[config.mk]
export PLATFORM = sky130hd
export DESIGN_NAME = pipeline_stage_reg
export DESIGN_NICKNAME = d
export VERILOG_FILES = /design/src/rtl/pipeline_stage_reg_pkg.sv /design/src/rtl/pipeline_stage_reg_en_register.sv /design/src/rtl/pipeline_stage_reg.sv
export SDC_FILE = /design/constraint.sdc
export NUM_CORES = 1
export LEC_CHECK = 0
export CAP_MARGIN = 0
export CORE_MARGIN = 5
export CORE_UTILIZATION = 49
export DETAILED_ROUTE_END_ITERATION = 7
export PLACE_DENSITY = 0.79
export SYNTH_ARGS = -nofsm -noshare
export SYNTH_HDL_FRONTEND = slang
export SYNTH_SLANG_ARGS = --single-unit
[constraint.sdc]
create_clock -name clk -period 2.5 [get_ports clk]
set_clock_uncertainty 0.2 [all_clocks]
set_input_delay 0.5 -clock clk [delete_from_list [all_inputs] [get_ports clk]]
set_output_delay 0.5 -clock clk [all_outputs]
set_load 0.1 [all_outputs]
[src/rtl/pipeline_stage_reg_pkg.sv]
// -----------------------------------------------------------------------------
// pipeline_stage_reg_pkg
//
// Shared definitions for the pipeline stage register and its storage
// sub-module.
//
// Contents:
//   stage_state_e    occupancy state of the stage (EMPTY / ONE / TWO)
//   WIDTH_MIN/MAX    legal range of the data width parameter
//   state_has_data() true when the main register holds a valid entry
//   state_is_full()  true when both main and skid registers are occupied
// -----------------------------------------------------------------------------
package pipeline_stage_reg_pkg;

  // Occupancy of the stage.
  // ST_EMPTY : nothing held, out_valid low.
  // ST_ONE   : main register holds the head entry.
  // ST_TWO   : main holds the head entry and skid holds the next one.
  //            Only reachable when the skid buffer is built in.
  typedef enum logic [1:0] {
    ST_EMPTY = 2'd0,
    ST_ONE   = 2'd1,
    ST_TWO   = 2'd2
  } stage_state_e;

  // Legal range for the payload width.
  localparam int WIDTH_MIN = 1;
  localparam int WIDTH_MAX = 64;

  // The main register is the only source of out_data, so "has data" is the
  // same thing as out_valid.
  function automatic logic state_has_data(input stage_state_e s);
    return (s != ST_EMPTY);
  endfunction

  // With the skid buffer present, the stage can only take a new beat while
  // at least one of the two slots is free. Decoding this from the state alone
  // keeps in_ready free of any combinational path from out_ready.
  function automatic logic state_is_full(input stage_state_e s);
    return (s == ST_TWO);
  endfunction

endpackage

[src/rtl/pipeline_stage_reg_en_register.sv]
// -----------------------------------------------------------------------------
// en_register
//
// WIDTH-bit storage register with a load enable and an asynchronous,
// active-low reset to RESET_VAL. Used for both the main and the skid slot of
// the pipeline stage. When en is low the contents are simply not clocked in,
// so there is no feedback hold mux in front of the flops.
//
// Ports:
//   clk   in   clock, rising edge
//   rstn  in   asynchronous active-low reset, loads RESET_VAL
//   en    in   load enable: q <= d on the next rising edge
//   d     in   WIDTH-bit data to load
//   q     out  WIDTH-bit stored value
// -----------------------------------------------------------------------------
module en_register
  import pipeline_stage_reg_pkg::*;
#(
  parameter int               WIDTH     = 32,
  parameter logic [WIDTH-1:0] RESET_VAL = '0
) (
  input  logic             clk,
  input  logic             rstn,
  input  logic             en,
  input  logic [WIDTH-1:0] d,
  output logic [WIDTH-1:0] q
);

  always_ff @(posedge clk or negedge rstn) begin
    if (!rstn) begin
      q <= RESET_VAL;
    end else if (en) begin
      q <= d;
    end
  end

endmodule

[src/rtl/pipeline_stage_reg.sv]
// -----------------------------------------------------------------------------
// pipeline_stage_reg
//
// One valid/ready pipeline stage. The output payload always comes straight
// from the main register, so the stage fully breaks the data path.
//
// With SKID_EN=1 the stage is a two-entry skid buffer: in_ready is decoded
// from the state register only, which also breaks the ready path. A beat that
// arrives while the head is stalled lands in the skid register and moves into
// main once the downstream takes the head.
//
// With SKID_EN=0 the stage is a single register whose in_ready passes
// out_ready through combinationally. That still sustains one beat per cycle
// but leaves a combinational ready path from downstream to upstream.
//
// flush discards everything held on the next rising edge and wins over any
// same-cycle input beat; in_ready may still read 1 during flush.
//
// Parameters:
//   WIDTH      payload width, 1..64
//   RESET_VAL  value loaded into main and skid at reset
//   SKID_EN    1 = two-entry skid buffer, 0 = single register
//
// Ports:
//   clk        in   clock, rising edge
//   rstn       in   asynchronous active-low reset
//   flush      in   synchronous discard of all held entries
//   in_valid   in   upstream presents in_data
//   in_ready   out  stage accepts in_data this cycle
//   in_data    in   upstream payload
//   out_valid  out  out_data holds a valid entry
//   out_ready  in   downstream accepts out_data this cycle
//   out_data   out  payload, driven from the main register
// -----------------------------------------------------------------------------
module pipeline_stage_reg
  import pipeline_stage_reg_pkg::*;
#(
  parameter int               WIDTH     = 32,
  parameter logic [WIDTH-1:0] RESET_VAL = '0,
  parameter int               SKID_EN   = 1
) (
  input  logic             clk,
  input  logic             rstn,
  input  logic             flush,
  input  logic             in_valid,
  output logic             in_ready,
  input  logic [WIDTH-1:0] in_data,
  output logic             out_valid,
  input  logic             out_ready,
  output logic [WIDTH-1:0] out_data
);

  localparam logic SKID_ON = (SKID_EN != 0);

  stage_state_e     state;
  logic             in_xfer;
  logic             out_xfer;
  logic             main_load;
  logic             skid_load;
  logic [WIDTH-1:0] main_d;
  logic [WIDTH-1:0] main_q;
  logic [WIDTH-1:0] skid_q;

  // Handshake decode. A beat only counts when both valid and ready are high
  // on the same side of the stage.
  assign out_valid = state_has_data(state);
  assign in_ready  = SKID_ON ? !state_is_full(state)
                             : ((state == ST_EMPTY) | out_ready);
  assign in_xfer   = in_valid & in_ready;
  assign out_xfer  = out_valid & out_ready;

  // Occupancy state machine. flush has priority over everything except reset.
  // In ONE, a simultaneous push and pop keeps the stage at ONE with the new
  // beat in main. A push without a pop only moves to TWO when the skid slot
  // exists; in single-register mode in_ready in ONE equals out_ready, so that
  // case cannot arise, and the guard only keeps TWO unreachable outright.
  always_ff @(posedge clk or negedge rstn) begin
    if (!rstn) begin
      state <= ST_EMPTY;
    end else if (flush) begin
      state <= ST_EMPTY;
    end else begin
      case (state)
        ST_EMPTY: begin
          if (in_xfer) begin
            state <= ST_ONE;
          end
        end
        ST_ONE: begin
          if (out_xfer && !in_xfer) begin
            state <= ST_EMPTY;
          end else if (in_xfer && !out_xfer && SKID_ON) begin
            state <= ST_TWO;
          end
        end
        ST_TWO: begin
          if (out_ready) begin
            state <= ST_ONE;
          end
        end
        default: begin
          state <= ST_EMPTY;
        end
      endcase
    end
  end

  // Load enables for the two storage slots, following the same transitions
  // as the state machine above. Nothing loads during flush, so a beat offered
  // in the flush cycle never reaches the output. In TWO the input side is
  // ignored and main refills from skid as soon as the head is taken.
  always_comb begin
    main_load = 1'b0;
    skid_load = 1'b0;
    if (!flush) begin
      case (state)
        ST_EMPTY: begin
          main_load = in_xfer;
        end
        ST_ONE: begin
          main_load = in_xfer & out_xfer;
          skid_load = in_xfer & ~out_xfer & SKID_ON;
        end
        ST_TWO: begin
          main_load = out_ready;
        end
        default: begin
          main_load = 1'b0;
          skid_load = 1'b0;
        end
      endcase
    end
  end

  // Main refills from skid when leaving TWO, otherwise from the input.
  assign main_d = (state == ST_TWO) ? skid_q : in_data;

  en_register #(
    .WIDTH     (WIDTH),
    .RESET_VAL (RESET_VAL)
  ) u_main (
    .clk  (clk),
    .rstn (rstn),
    .en   (main_load),
    .d    (main_d),
    .q    (main_q)
  );

  assign out_data = main_q;

  // The skid slot only exists in skid-buffer mode. In single-register mode
  // skid_q is a constant that main_d never selects, because TWO is never
  // entered.
  if (SKID_ON) begin : g_skid
    en_register #(
      .WIDTH     (WIDTH),
      .RESET_VAL (RESET_VAL)
    ) u_skid (
      .clk  (clk),
      .rstn (rstn),
      .en   (skid_load),
      .d    (in_data),
      .q    (skid_q)
    );
  end else begin : g_no_skid
    assign skid_q = RESET_VAL;
  end

endmodule

==> reports/metrics.yaml, run 1 <==
status: "finished, final reports clean"
setup_violations: 0
maxCapViolations: 0
dieWidth_um: 87.5
ys_seq_area_share_pct: 56.1
cts_max_level: 3
drt_iter0_markers: 54
die_y_um: 87.5
drc: 0
p_leak_uw: 0.00171
fin_nets: 305
routed_wl_um: 5660
overflow: 0
seq_power_share_pct: 36.4
grt_max_degree: 52
crit_type: "reg2out"
initial_core_util_pct: 50.0
cts_root_buf: "clkbuf_8"
rows: 28
timing.fmax_mhz: 453
fin_crit_sh_pct: 88.3
crit_path_end_kind: "primary output"
die-area_mm2: 0.00765
postCtsSetupRepairBufs: 0
rsz0062_at_grt: "false"
synth.avg_cell_area_um2: 15.6
power.share.switching_pct: 38.8
globalplace.congestion: 0.762
clk_pin_slew_worst_paths_ps: 70
clockPowerShare_pct: 27.0
final_util_pct: 66.8
antenna_found_initial: 0
finalNonFillerCells: 347
powerDensity_mw_per_mm2: 1020
synth_area_mm2: 0.00294
tightestPinTransition_ps: 380
hpwl_um: 3910
slew_headroom_pct: 74.7
synth_fp_nets: 225
vias: 1814
cts.sink_count: 66
worstPathArrival_ps: 1510
slew_violations: 0
core_mm2: 0.00589
ant_nets: 0
drtPass1Iterations: 4
port_buffers: 70
via_per_inst: 5.23
grt_pass1_wl_um: 9470
clock_latency_ps: 330
timing_hold_violations_final: 0
synth_cells: 188
n_antenna_cell: 0
fin_setup_tns_ps: 0
synth_seq_cells: 66
cp_cell_sequence: "nor2b_4 > inv_1 > buf_12"
drive_above_1_share_pct: 58.5
ys_types: 17
vdd_drop_max_mv: 0.675
cts_buffers: 9
synth_warnings: 0
grt_pass1_vias: 1944
cp_max_fo: 10
slowest_stage: "dfrtp_1"
internal-power_uw: 2450
hold_class: "reg2reg"
cts_tree: "built"
start_kind: "register"
wl_per_cell_um: 16.3
dp.cells: 331
period_needed_ps: 2210
cpPeakStageDelay_ps: 480
clockBufferDepth: 2
area_growth_syn_to_layout_pct: 33.7
p_sw_uw: 1550
final_common_cell: "mux2_2"
grt_usage_pct: 16.2
required_ps: 1800
most-common-layout-cells: "mux2_2, dfrtp_1, buf_4"
combPwrFrac_pct: 36.5
ioPinCount: 71
==> sequential cells by signal (all words and copies together), names as in the netlist <==
| signal | count |
|---|---|
| g_skid.u_skid.q | 32 |
| state | 2 |
| u_main.q | 32 |
==> cell families (layout without fill, tap and decap cells) <==
| kind of cell | after synthesis | count (layout) | synth area share [%] |
|---|---|---|---|
| compound gates | 4 | 4 | 1.40 |
| buf+inv | 11 | 95 | 3.32 |
| flops | 66 | 66 | 56.1 |
| mux | 97 | 97 | 37.1 |
| simple gates | 10 | 10 | 2.04 |
==> worst max-delay path, delay by kind of cell, from the launching register on <==
family                 cells  cell delay, ps
DFF                        1             480
and+or+nand+nor            1             360
buffers and inverters      2             320
==> stage by stage <==
stage	cell area, um^2	hold slack, ps	power, uW	worst slack (ps)
6_report	3930	304	4000	292
2_1_floorplan	2940	4.41	2570	398
3_5_place_dp	3680	236	2950	112
5_1_grt	3930	317	4180	170
4_1_cts	3930	306	4040	267
3_3_place_gp	3680	239	2910	145
==> power by group through the flow <==
| stage | clock network (uW) | registers [uW] | logic (uW) |
|---|---|---|---|
| 2_1_floorplan | 0 | 2240 | 333 |
| 3_3_place_gp | 0 | 1460 | 1450 |
| 3_5_place_dp | 0 | 1480 | 1470 |
| 4_1_cts | 1100 | 1460 | 1480 |
| 5_1_grt | 1160 | 1490 | 1520 |
| 6_report | 1080 | 1460 | 1460 |
==> per-layer routing <==
| metal | global-route usage, % | wire length (um) | vias to the layer above |
|---|---|---|---|
| li1 | - | - | 842 |
| met1 | 20.9 | 2450 | 914 |
| met2 | 25.7 | 2770 | 51 |
| met3 | 5.58 | 371 | 7 |
| met4 | 5.02 | 73 | 0 |
| met5 | 0 | 0 | - |
==> layout make-up <==
cell class | instances | area (um^2)
fill | 465 | 1950
sequential | 66 | 1650
multi-input combinational | 111 | 1200
timing repair buffer | 79 | 743
clock buffer | 10 | 138
clock inverter | 5 | 103
tap | 75 | 93.8
inverter | 1 | 3.75
==> final timing paths <==
path	startpoint	end	slack, ps	depth (start not counted)
setup reg to reg	state[0]$_DFFE_PN0P_	u_main.q[12]$_DFFE_PN0P_	460	4
hold / removal	g_skid.u_skid.q[15]$_DFFE_PN0P_	g_skid.u_skid.q[15]$_DFFE_PN0P_	300	1
min in group asynchronous	rstn	g_skid.u_skid.q[8]$_DFFE_PN0P_	410	2
hold reg to reg	g_skid.u_skid.q[15]$_DFFE_PN0P_	g_skid.u_skid.q[15]$_DFFE_PN0P_	300	1
setup / recovery	state[0]$_DFFE_PN0P_	in_ready	290	3
max in group asynchronous	rstn	g_skid.u_skid.q[25]$_DFFE_PN0P_	1100	3
==> timing repair <==
action / in CTS / in global routing
gates resized for setup: 0 / 0
setup endpoints to repair: 0 / 0
endpoints found under the hold margin: 15 / 0
hold buffers: 1 / 0
==> synthesized netlist by cell type <==
library cell / number / area, um^2
buf_2: 3 / 15.0
inv_1: 1 / 3.75
mux2i_1: 1 / 10.0
nand2_1: 1 / 3.75
or2_2: 1 / 6.26
dfrtp_1: 66 / 1650
mux2_2: 96 / 1080
nor3_1: 1 / 5.00
nor2b_1: 2 / 12.5
or3b_2: 1 / 8.76
a21oi_1: 2 / 10.0
nand4bb_1: 1 / 11.3
buf_6: 7 / 78.8
nand3_1: 1 / 5.00
o31ai_4: 1 / 21.3
nor2_1: 2 / 7.51
o21ba_2: 1 / 10.0
Note: power is estimated with default switching activity, not from simulation.
==> inputs of run 2 (changes only) <==
Settings changed: SETUP_SLACK_MARGIN from default to 0.1, SKIP_CTS_REPAIR_TIMING from default to 1.
==> results of run 2 <==
Same layout as run 1: the final DEF is identical, and so are final timing and power.
